===== config.mk =====
export PLATFORM = sky130hd
export DESIGN_NAME = matmul_sequencer
export DESIGN_NICKNAME = d
export VERILOG_FILES = /design/src/rtl/matmul_sequencer.sv
export SDC_FILE = /design/constraint.sdc
export NUM_CORES = 1
export LEC_CHECK = 0
export BUFFER_PORTS_ARGS = -buffer_cell sky130_fd_sc_hd__buf_2
export CAP_MARGIN = 20
export CORE_MARGIN = 1.5
export CORE_UTILIZATION = 63
export DETAILED_ROUTE_END_ITERATION = 10
export MAX_ROUTING_LAYER = met4
export PLACE_DENSITY_LB_ADDON = 0.2
export RECOVER_POWER = 25
export SLEW_MARGIN = 30
export SYNTH_ARGS = -nofsm -noshare
export SYNTH_HDL_FRONTEND = slang
export SYNTH_SLANG_ARGS = --single-unit

===== constraint.sdc =====
create_clock -name clk -period 11.2 [get_ports clk]
set_clock_uncertainty 0.1 [all_clocks]
set_input_delay 0.56 -clock clk [delete_from_list [all_inputs] [get_ports clk]]
set_output_delay 0.56 -clock clk [all_outputs]
set_load 0.03 [all_outputs]

===== src/rtl/matmul_sequencer.sv =====
`timescale 1ns/1ps
// matmul_sequencer
// Sequences C = A x B for 3x3 matrices held in an external memory.
// Each C element takes 10 cycles: three (RD_A, RD_B, MAC) passes, then WRITE.
//
// Ports:
//   clk, reset            rising-edge clock, synchronous active-high reset
//   start                 request one computation (only honoured in IDLE)
//   busy, done            busy in RD_A/RD_B/MAC/WRITE; done is a 1-cycle pulse
//   mem_matrix_select     0 = A, 1 = B, 2 = C
//   mem_row, mem_col      element indices 0..2
//   mem_read_enable       read strobe; data returns on mem_read_data a cycle later
//   mem_write_enable      write strobe for mem_write_data
//
// Optional build macro MATMUL_SATURATE_EN: clamp written results to the
// largest DATA_W value instead of truncating to the low DATA_W bits.
//
// state | meaning
// IDLE  | waiting for start
// RD_A  | read A[i][k]
// RD_B  | read B[k][j], capture A element into a_reg
// MAC   | acc += a_reg * B element
// WRITE | write result(acc) to C[i][j], step j/i
// DONE  | one-cycle done pulse
module matmul_sequencer #(
  parameter int DATA_W = 8,
  parameter int ACC_W  = 18
) (
  input  logic              clk,
  input  logic              reset,
  input  logic              start,
  output logic              busy,
  output logic              done,
  output logic [1:0]        mem_matrix_select,
  output logic [1:0]        mem_row,
  output logic [1:0]        mem_col,
  output logic              mem_write_enable,
  output logic              mem_read_enable,
  output logic [DATA_W-1:0] mem_write_data,
  input  logic [DATA_W-1:0] mem_read_data
);

  typedef enum logic [2:0] {IDLE, RD_A, RD_B, MAC, WRITE, DONE} state_t;

`ifdef MATMUL_SATURATE_EN
  localparam logic [ACC_W-1:0] SAT_MAX = ACC_W'({DATA_W{1'b1}});
`endif

  state_t              state_q, state_d;
  logic [1:0]          i_q, i_d, j_q, j_d, k_q, k_d;
  logic [ACC_W-1:0]    acc_q, acc_d;
  logic [DATA_W-1:0]   a_reg_q, a_reg_d;
  logic [2*DATA_W-1:0] prod;

  // Outputs are registered: they are decoded from the next state so that
  // they line up with the state they belong to.
  logic              busy_q, busy_d, done_q, done_d;
  logic              re_q, re_d, we_q, we_d;
  logic [1:0]        sel_q, sel_d, row_q, row_d, col_q, col_d;
  logic [DATA_W-1:0] wdata_q, wdata_d;

  assign prod = a_reg_q * mem_read_data;

  always_comb begin
    state_d = state_q;
    i_d     = i_q;
    j_d     = j_q;
    k_d     = k_q;
    acc_d   = acc_q;
    a_reg_d = a_reg_q;
    case (state_q)
      IDLE: begin
        if (start) begin
          i_d     = 2'd0;
          j_d     = 2'd0;
          k_d     = 2'd0;
          acc_d   = '0;
          state_d = RD_A;
        end
      end
      RD_A: state_d = RD_B;
      RD_B: begin
        // A element requested in RD_A is on the read bus now.
        a_reg_d = mem_read_data;
        state_d = MAC;
      end
      MAC: begin
        acc_d = acc_q + ACC_W'(prod);
        if (k_q != 2'd2) begin
          k_d     = k_q + 2'd1;
          state_d = RD_A;
        end else begin
          state_d = WRITE;
        end
      end
      WRITE: begin
        acc_d = '0;
        k_d   = 2'd0;
        if (j_q != 2'd2) begin
          j_d     = j_q + 2'd1;
          state_d = RD_A;
        end else begin
          j_d = 2'd0;
          if (i_q != 2'd2) begin
            i_d     = i_q + 2'd1;
            state_d = RD_A;
          end else begin
            state_d = DONE;
          end
        end
      end
      DONE:    state_d = IDLE;
      default: state_d = IDLE;
    endcase
  end

  always_comb begin
    busy_d  = 1'b0;
    done_d  = 1'b0;
    re_d    = 1'b0;
    we_d    = 1'b0;
    sel_d   = 2'd0;
    row_d   = 2'd0;
    col_d   = 2'd0;
    wdata_d = '0;
    case (state_d)
      RD_A: begin
        busy_d = 1'b1;
        re_d   = 1'b1;
        sel_d  = 2'd0;
        row_d  = i_d;
        col_d  = k_d;
      end
      RD_B: begin
        busy_d = 1'b1;
        re_d   = 1'b1;
        sel_d  = 2'd1;
        row_d  = k_d;
        col_d  = j_d;
      end
      MAC: busy_d = 1'b1;
      WRITE: begin
        // acc_d already holds the final sum from the last MAC.
        busy_d = 1'b1;
        we_d   = 1'b1;
        sel_d  = 2'd2;
        row_d  = i_q;
        col_d  = j_q;
`ifdef MATMUL_SATURATE_EN
        wdata_d = (acc_d > SAT_MAX) ? {DATA_W{1'b1}} : acc_d[DATA_W-1:0];
`else
        wdata_d = acc_d[DATA_W-1:0];
`endif
      end
      DONE:    done_d = 1'b1;
      default: ;
    endcase
  end

  always_ff @(posedge clk) begin
    if (reset) begin
      state_q <= IDLE;
      i_q     <= 2'd0;
      j_q     <= 2'd0;
      k_q     <= 2'd0;
      acc_q   <= '0;
      a_reg_q <= '0;
      busy_q  <= 1'b0;
      done_q  <= 1'b0;
      re_q    <= 1'b0;
      we_q    <= 1'b0;
      sel_q   <= 2'd0;
      row_q   <= 2'd0;
      col_q   <= 2'd0;
      wdata_q <= '0;
    end else begin
      state_q <= state_d;
      i_q     <= i_d;
      j_q     <= j_d;
      k_q     <= k_d;
      acc_q   <= acc_d;
      a_reg_q <= a_reg_d;
      busy_q  <= busy_d;
      done_q  <= done_d;
      re_q    <= re_d;
      we_q    <= we_d;
      sel_q   <= sel_d;
      row_q   <= row_d;
      col_q   <= col_d;
      wdata_q <= wdata_d;
    end
  end

  assign busy              = busy_q;
  assign done              = done_q;
  assign mem_read_enable   = re_q;
  assign mem_write_enable  = we_q;
  assign mem_matrix_select = sel_q;
  assign mem_row           = row_q;
  assign mem_col           = col_q;
  assign mem_write_data    = wdata_q;

endmodule


==> metrics.md, run 1 <==
| Metric | Value |
|---|---|
| Worst Setup Path Type | `flop to flop` |
| Sequential area share after synthesis | `0.311` |
| Largest net degree at the start of global routing | `40` |
| ANT nets after route | `0` |
| Crit share post-route | `0.409` |
| Root Driver | `clkbuf_8` |
| FILL cells | `326` |
| H-tree depth | `2` |
| Pre-Repair DR Iteration Count | `4` |
| CTS tree | `done` |
| Max Slew Vio Count | `40` |
| I/O pins | `29` |
| Mean Syn Cell Area | `8.61 um^2` |
| Leading cell types in the layout, fill and taps excluded | `inv_1 (47), nand2_1 (46), dfxtp_1 (42)` |
| Failing checks | `max-capacitance violations, max-slew violations` |
| Fin nets | `384` |
| DP Wirelength | `4030 um` |
| Share of cells above drive strength 1 | `0.0866` |
| Post-CTS Hold Buffers | `0` |
| Hold Crit Class | `flop to flop` |
| IO buf count | `28` |
| Die span in y | `around 69 um` |
| Synth Warn # | `0` |
| Synth top area share | `0.311` |
| Max_cap viols | `1` |
| CP Capture Type | `flop` |
| Max VDD drop | `0.0000803 V` |
| Core Region | `0.00406 mm^2` |
| RSZ-0062 raised after global routing | `false` |
| Antenna cells | `0` |
| Vias per cell | `5.50` |
| Worst slew margin | `-0.0634` |
| Synth area leaders | `dfxtp_1 (31%), fa_1 (13%), ha_1 (9.7%)` |
| Crit path time final | `4580 ps` |
| Worst-skew pair later-pin latency | `300 ps` |
| Max Used Layer | `met4` |
| Fmax | `218 MHz` |
| Cells after Synth | `roughly 310` |
| Post-synth top area cell | `dfxtp_1` |
| Mapped cell area | `0.00271 mm^2` |
| M1 WL | `about 2200 um` |
| Crit path DAT | `4610 ps` |
| Met3 routed WL | `266 um` |
| GRT Residual Overflow | `0` |
| GP Congestion | `0.830` |
| Clock-pin slew on the worst setup and hold paths | `about 70 ps` |
| Power per Cell Area | `116 mW/mm^2` |
| Worst-path fanout max | `6` |
| Cell Area, Placed | `0.00284 mm^2` |
| Sum Neg Setup Slack | `0 ps` |
| Vias in the first global route | `2034` |
| Syn nets | `364` |
| Row count | `23` |
| Wire per inst | `13.8 um` |
| DR WL met2 | `2780 um` |
| Worst-margin pin slew | `1600 ps` |
| Routed WL | `5310 um` |
| CTS Buf Count | `5` |
| Vias | `2119` |
| Clock tree sinks | `42` |
| Commonest non-fill, non-tap cell in the layout | `inv_1` |
| Startpoint types | `flop` |
| DR DRC count | `0` |
| Critical Path RT | `11220 ps` |
| Postcts setup bufs | `0` |
| Global Route Usage Sum | `0.266` |
| Initial antenna violation count | `0` |
| Synth cell types | `36` |
| CTS resizes | `0` |
| Layout area overhead | `7.35%` |
| First-pass GRT wire length | `approximately 8900 um` |
| Final hold violations | `0` |
| Die ar. | `approximately 0.0047 mm^2` |
| Number of synthesized register bits | `42` |
| Initial core utilization | `0.667` |
| Iteration-0 DRC count of the detailed router | `112` |
| Outcome | `finished with violations` |
| Die width | `68.5 um` |
| LEAKAGE | `~1.3 nW` |
| Final setup fails | `0` |
| Fin area | `0.00290 mm^2` |
| CTS max path bufs | `2` |
-- path summary, 6_finish.rpt --
path	slack, ps	from	depth (start not counted)	to
setup / recovery	6620	a_reg_q[3]$_SDFFE_PP0P_	15	acc_q[7]$_SDFF_PP0_
hold / removal	360	a_reg_q[7]$_SDFFE_PP0P_	2	a_reg_q[7]$_SDFFE_PP0P_
setup reg to reg	6620	a_reg_q[3]$_SDFFE_PP0P_	15	acc_q[7]$_SDFF_PP0_
hold reg to reg	360	a_reg_q[7]$_SDFFE_PP0P_	2	a_reg_q[7]$_SDFFE_PP0P_
-- critical path, cell delays in order, from the launching register on --
cell and delay [ps]:
dfxtp_1 460, nand2_1 120, fa_1 520, inv_1 60, fa_1 450, ha_1 290
inv_1 50, fa_1 530, inv_1 80, fa_1 450, a21o_1 190, a21oi_1 140
xnor3_1 410, xnor3_1 380, o21ai_1 70, nor2b_1 120
-- stage by stage --
step / utilization / cells / hold slack [ps] / power [mW] / setup slack [ps]
2_1_floorplan: - / 314 / 337 / 0.227 / 6530
3_3_place_gp: 0.699 / 377 / 350 / 0.242 / 6520
3_5_place_dp: 0.699 / 377 / 352 / 0.245 / 6380
4_1_cts: 0.720 / 385 / 360 / 0.340 / 6620
5_1_grt: 0.716 / 385 / 376 / 0.358 / 6370
6_report: 0.716 / 385 / 361 / 0.337 / 6620
-- Yosys cell counts (all sizes together) --
| cell type | count |
|---|---|
| nor2 | 20 |
| nor3 | 9 |
| a221oi | 1 |
| nor4 | 1 |
| a22oi | 9 |
| and2b | 1 |
| a211o | 1 |
| a22o | 7 |
| clkbuf | 10 |
| a21o | 3 |
| and2 | 16 |
| inv | 47 |
| nor2b | 6 |
| a32oi | 1 |
| nand2b | 3 |
| xnor3 | 2 |
| buf | 5 |
| nor3b | 1 |
| nand2 | 49 |
| dfxtp | 42 |
| a21oi | 15 |
| fa | 18 |
| o21ai | 6 |
| ha | 21 |
| nand3 | 3 |
| or2 | 1 |
| nand4b | 1 |
| xor2 | 3 |
| xnor2 | 12 |
-- area by class of cell --
| class | instances | area (um^2) | share of cell area |
|---|---|---|---|
| Multi-Input combinational cell | 210 | 1620 | 0.556 |
| Sequential cell | 42 | 841 | 0.290 |
| Inverter | 47 | 176 | 0.0607 |
| Timing Repair Buffer | 28 | 123 | 0.0422 |
| Clock buffer | 6 | 72.6 | 0.0250 |
| Tap cell | 50 | 62.6 | 0.0215 |
| Clock inverter | 2 | 13.8 | 0.00474 |
-- registers in the layout (all words and copies together) (netlist names) --
name,count
a_reg_q,8
acc_q,8
busy,1
done,1
i_q,2
j_q,2
k_q,2
mem_col,2
mem_matrix_select,1
mem_read_enable,1
mem_row,2
mem_write_data,8
mem_write_enable,1
state_q,3
-- cell families after synthesis --
logic type | after synthesis | share of synthesized area
adders and majority gates | 39 | 0.230
xor gates and xnor gates | 17 | 0.0680
and+or+nand+nor | 111 | 0.194
AOI/OAI and AO/OA | 43 | 0.105
DFF | 42 | 0.311
buffers and inverters | 62 | 0.0920
-- per-layer routing --
layer / GRT usage / vias up
li1: - / 1033
met1: 0.302 / 1020
met2: 0.460 / 54
met3: 0.0503 / 12
met4: 0.105 / 0
met5: - / -
-- power by group --
group	leakage, nW	internal (mW)	total (mW)	switching, mW
Sequential	0.340	0.155	0.165	0.00957
Combinational	0.942	0.0297	0.0765	0.0468
Clock	0.0452	0.0440	0.0954	0.0514
Total	1.33	0.229	0.337	0.108
No activity file was read; power rests on OpenSTA's default activity.
==> run 2, diff against run 1 <==
--- a/config.mk
+++ b/config.mk
@@ -5,10 +5,11 @@
 export SDC_FILE = /design/constraint.sdc
 export NUM_CORES = 1
 export LEC_CHECK = 0
+export ABC_AREA = 1
 export BUFFER_PORTS_ARGS = -buffer_cell sky130_fd_sc_hd__buf_2
 export CAP_MARGIN = 20
 export CORE_MARGIN = 1.5
-export CORE_UTILIZATION = 63
+export CORE_UTILIZATION = 59
 export DETAILED_ROUTE_END_ITERATION = 10
 export MAX_ROUTING_LAYER = met4
 export PLACE_DENSITY_LB_ADDON = 0.2
==> constraint.sdc (replaced) <==
create_clock -name clk -period 4.5 [get_ports clk]
set_clock_uncertainty 0.1 [all_clocks]
set_input_delay 0.225 -clock clk [delete_from_list [all_inputs] [get_ports clk]]
set_output_delay 0.225 -clock clk [all_outputs]
set_load 0.03 [all_outputs]
==> metrics.md, run 2 <==
| Metric | Value |
|---|---|
| GP Congestion | `0.871` |
| DP Wirelength | `roughly 4600 um` |
| Die width | `about 73 um` |
| Worst Setup SP | `a_reg_q[1]$_SDFFE_PP0P_` |
| Sum Neg Setup Slack | `0 ps` |
| Pre-CTS setup slack | `475 ps` |
| Max_cap viols | `0` |
| Postcts setup bufs | `0` |
| FILL cells | `416` |
| CTS tree | `done` |
| Core Region | `about 0.0047 mm^2` |
| Syn nets | `439` |
| Row count | `25` |
| Post-synth top area cell | `dfxtp_1` |
| Power Total | `about 0.94 mW` |
| Pre-Repair DR Iteration Count | `5` |
| Share of cells above drive strength 1 | `0.102` |
| First-pass GRT wire length | `10200 um` |
| Worst-skew pair later-pin latency | `a little under 300 ps` |
| CTS resizes | `0` |
| Fin nets | `461` |
| Worst-margin pin slew | `slightly above 600 ps` |
| Die span in y | `~73 um` |
| Vias in the first global route | `2319` |
| Global Route Usage Sum | `0.256` |
| LEAKAGE | `1.56 nW` |
| Outcome | `finished, final reports clean` |
| Vias | `2406` |
| Final core utilization | `0.668` |
| GRT Residual Overflow | `0` |
| Final worst slack | `421 ps` |
| Layout area overhead | `9.22%` |
| Max Slew Vio Count | `0` |
| Synth area leaders | `dfxtp_1 (29%), fa_1 (12%), nand2_1 (12%)` |
| Max VDD drop | `0.000194 V` |
| Iteration-0 DRC count of the detailed router | `118` |
| Post-synth top cells | `nand2_1 (90), inv_1 (84), dfxtp_1 (42)` |
| Sequential area share after synthesis | `0.291` |
| Largest net degree at the start of global routing | `34` |
| RSZ-0062 raised after global routing | `false` |
| Clock tree sinks | `42` |
| Mapped cell area | `0.00289 mm^2` |
| Worst-path fanout max | `8` |
| CTS max path bufs | `2` |
| Reg2Reg Launch Point | `a_reg_q[1]$_SDFFE_PP0P_` |
| Final setup fails | `0` |
| Initial antenna violation count | `0` |
| Mean Syn Cell Area | `around 7.4 um^2` |
| Hold_ws | `around 150 ps` |
| Leading cell types in the layout, fill and taps excluded | `nand2_1 (90), inv_1 (84), dfxtp_1 (42)` |
| Cell Area, Placed | `0.00303 mm^2` |
| ANT nets after route | `0` |
| Placed insts | `471` |
| Cells after Synth | `389` |
| Crit share post-route | `0.906` |
| Critical Path RT | `4620 ps` |
| Most numerous cell in the Yosys netlist | `nand2_1` |
| Finished Layout Cells | `479` |
| Antenna cells | `0` |
| Clock-pin slew on the worst setup and hold paths | `approximately 80 ps` |
| Primary FF master, synth | `dfxtp_1` |
| CTS Buf Count | `5` |
| Fmax | `245 MHz` |
| Synth Warn # | `0` |
| Startpoint types | `flop` |
| Commonest non-fill, non-tap cell in the layout | `nand2_1` |
| Wire per inst | `12.7 um` |
| CP Capture Type | `flop` |
| Power per Cell Area | `298 mW/mm^2` |
| Worst Setup Path Type | `flop to flop` |
| Synth top area share | `0.291` |
| H-tree depth | `2` |
| Root Driver | `clkbuf_8` |
| Hold Crit Class | `input port to flop` |
| Post-CTS Hold Buffers | `0` |
| Crit path DAT | `4200 ps` |
| Vias per cell | `5.02` |
| Synth cell types | `34` |
| DR DRC count | `0` |
| Crit path time final | `just over 4000 ps` |
| Number of synthesized register bits | `42` |
| Final hold violations | `0` |
| Hold Crit Start | `mem_read_data[7]` |
| Async SR Flop Fraction | `0` |
| Routed WL | `6070 um` |
| Fin area | `0.00316 mm^2` |
| Worst slew margin | `0.592` |
| IO buf count | `28` |
| Initial core utilization | `0.612` |
| EDFF count, synth | `0` |
| I/O pins | `29` |
| Die ar. | `0.00533 mm^2` |
[run 2: cell types whose count changed after synthesis, sizes merged, moves of 15 or more]
cell,change
inv,+44
nand2,+43
and2,-15
nand3,+15
nor2,+15
[run 2: final timing paths]
| path | endpoint | slack (ps) | cells past startpoint |
|---|---|---|---|
| max reg2reg | acc_q[7]$_SDFF_PP0_ | 420 | 20 |
| min | a_reg_q[7]$_SDFFE_PP0P_ | 150 | 3 |
| min reg2reg | a_reg_q[7]$_SDFFE_PP0P_ | 400 | 2 |
| max | acc_q[7]$_SDFF_PP0_ | 420 | 20 |
[run 2: kinds of logic (layout without fill, tap and decap cells)]
kind of cell	Yosys count	after routing	synth area share
and+or+nand+nor	159	159	0.245
buffers and inverters	105	128	0.149
DFF	42	42	0.291
adders and majority gates	39	39	0.216
AOI/OAI and AO/OA	37	37	0.0775
xor gates and xnor gates	7	7	0.0212
[run 2: metal layers]
layer,global-route usage,vias to the layer above,share of wire
li1,-,1222,-
met1,0.302,1125,0.44
met2,0.434,49,0.51
met3,0.0414,10,0.037
met4,0.101,0,0.017
met5,-,-,0
[run 2: layout make-up]
type / count / area, um^2 / share of cell area
multi-input cells: 242 / 1620 / 0.512
flip-flops and latches: 42 / 841 / 0.266
inverters: 92 / 350 / 0.111
repair buffers: 28 / 121 / 0.0384
well taps: 67 / 83.8 / 0.0266
clock buffers: 6 / 82.6 / 0.0262
clock inverters: 2 / 60.1 / 0.0190
[run 2: where the power goes]
part / leakage, nW / internal [mW] / switching, mW / total (mW)
Clock: 0.0714 / 0.237 / 0.128 / 0.365
Sequential: 0.340 / 0.384 / 0.0191 / 0.403
Combinational: 1.15 / 0.0580 / 0.115 / 0.173
[run 2: worst max-delay path, cell delays in order (launching register included)]
cell     delay [ps]
dfxtp_1         560
nand2_1         140
fa_1            430
inv_1           100
fa_1            390
inv_1            80
fa_1            430
fa_1            560
inv_1            50
ha_1            340
nand2_1         100
nand2_1          60
nor2_1          100
nand2_1          50
nand2_1          70
inv_1            40
nand2_1          40
nand2_1          60
nand3_1          90
nand3_2          90
a21oi_1         130
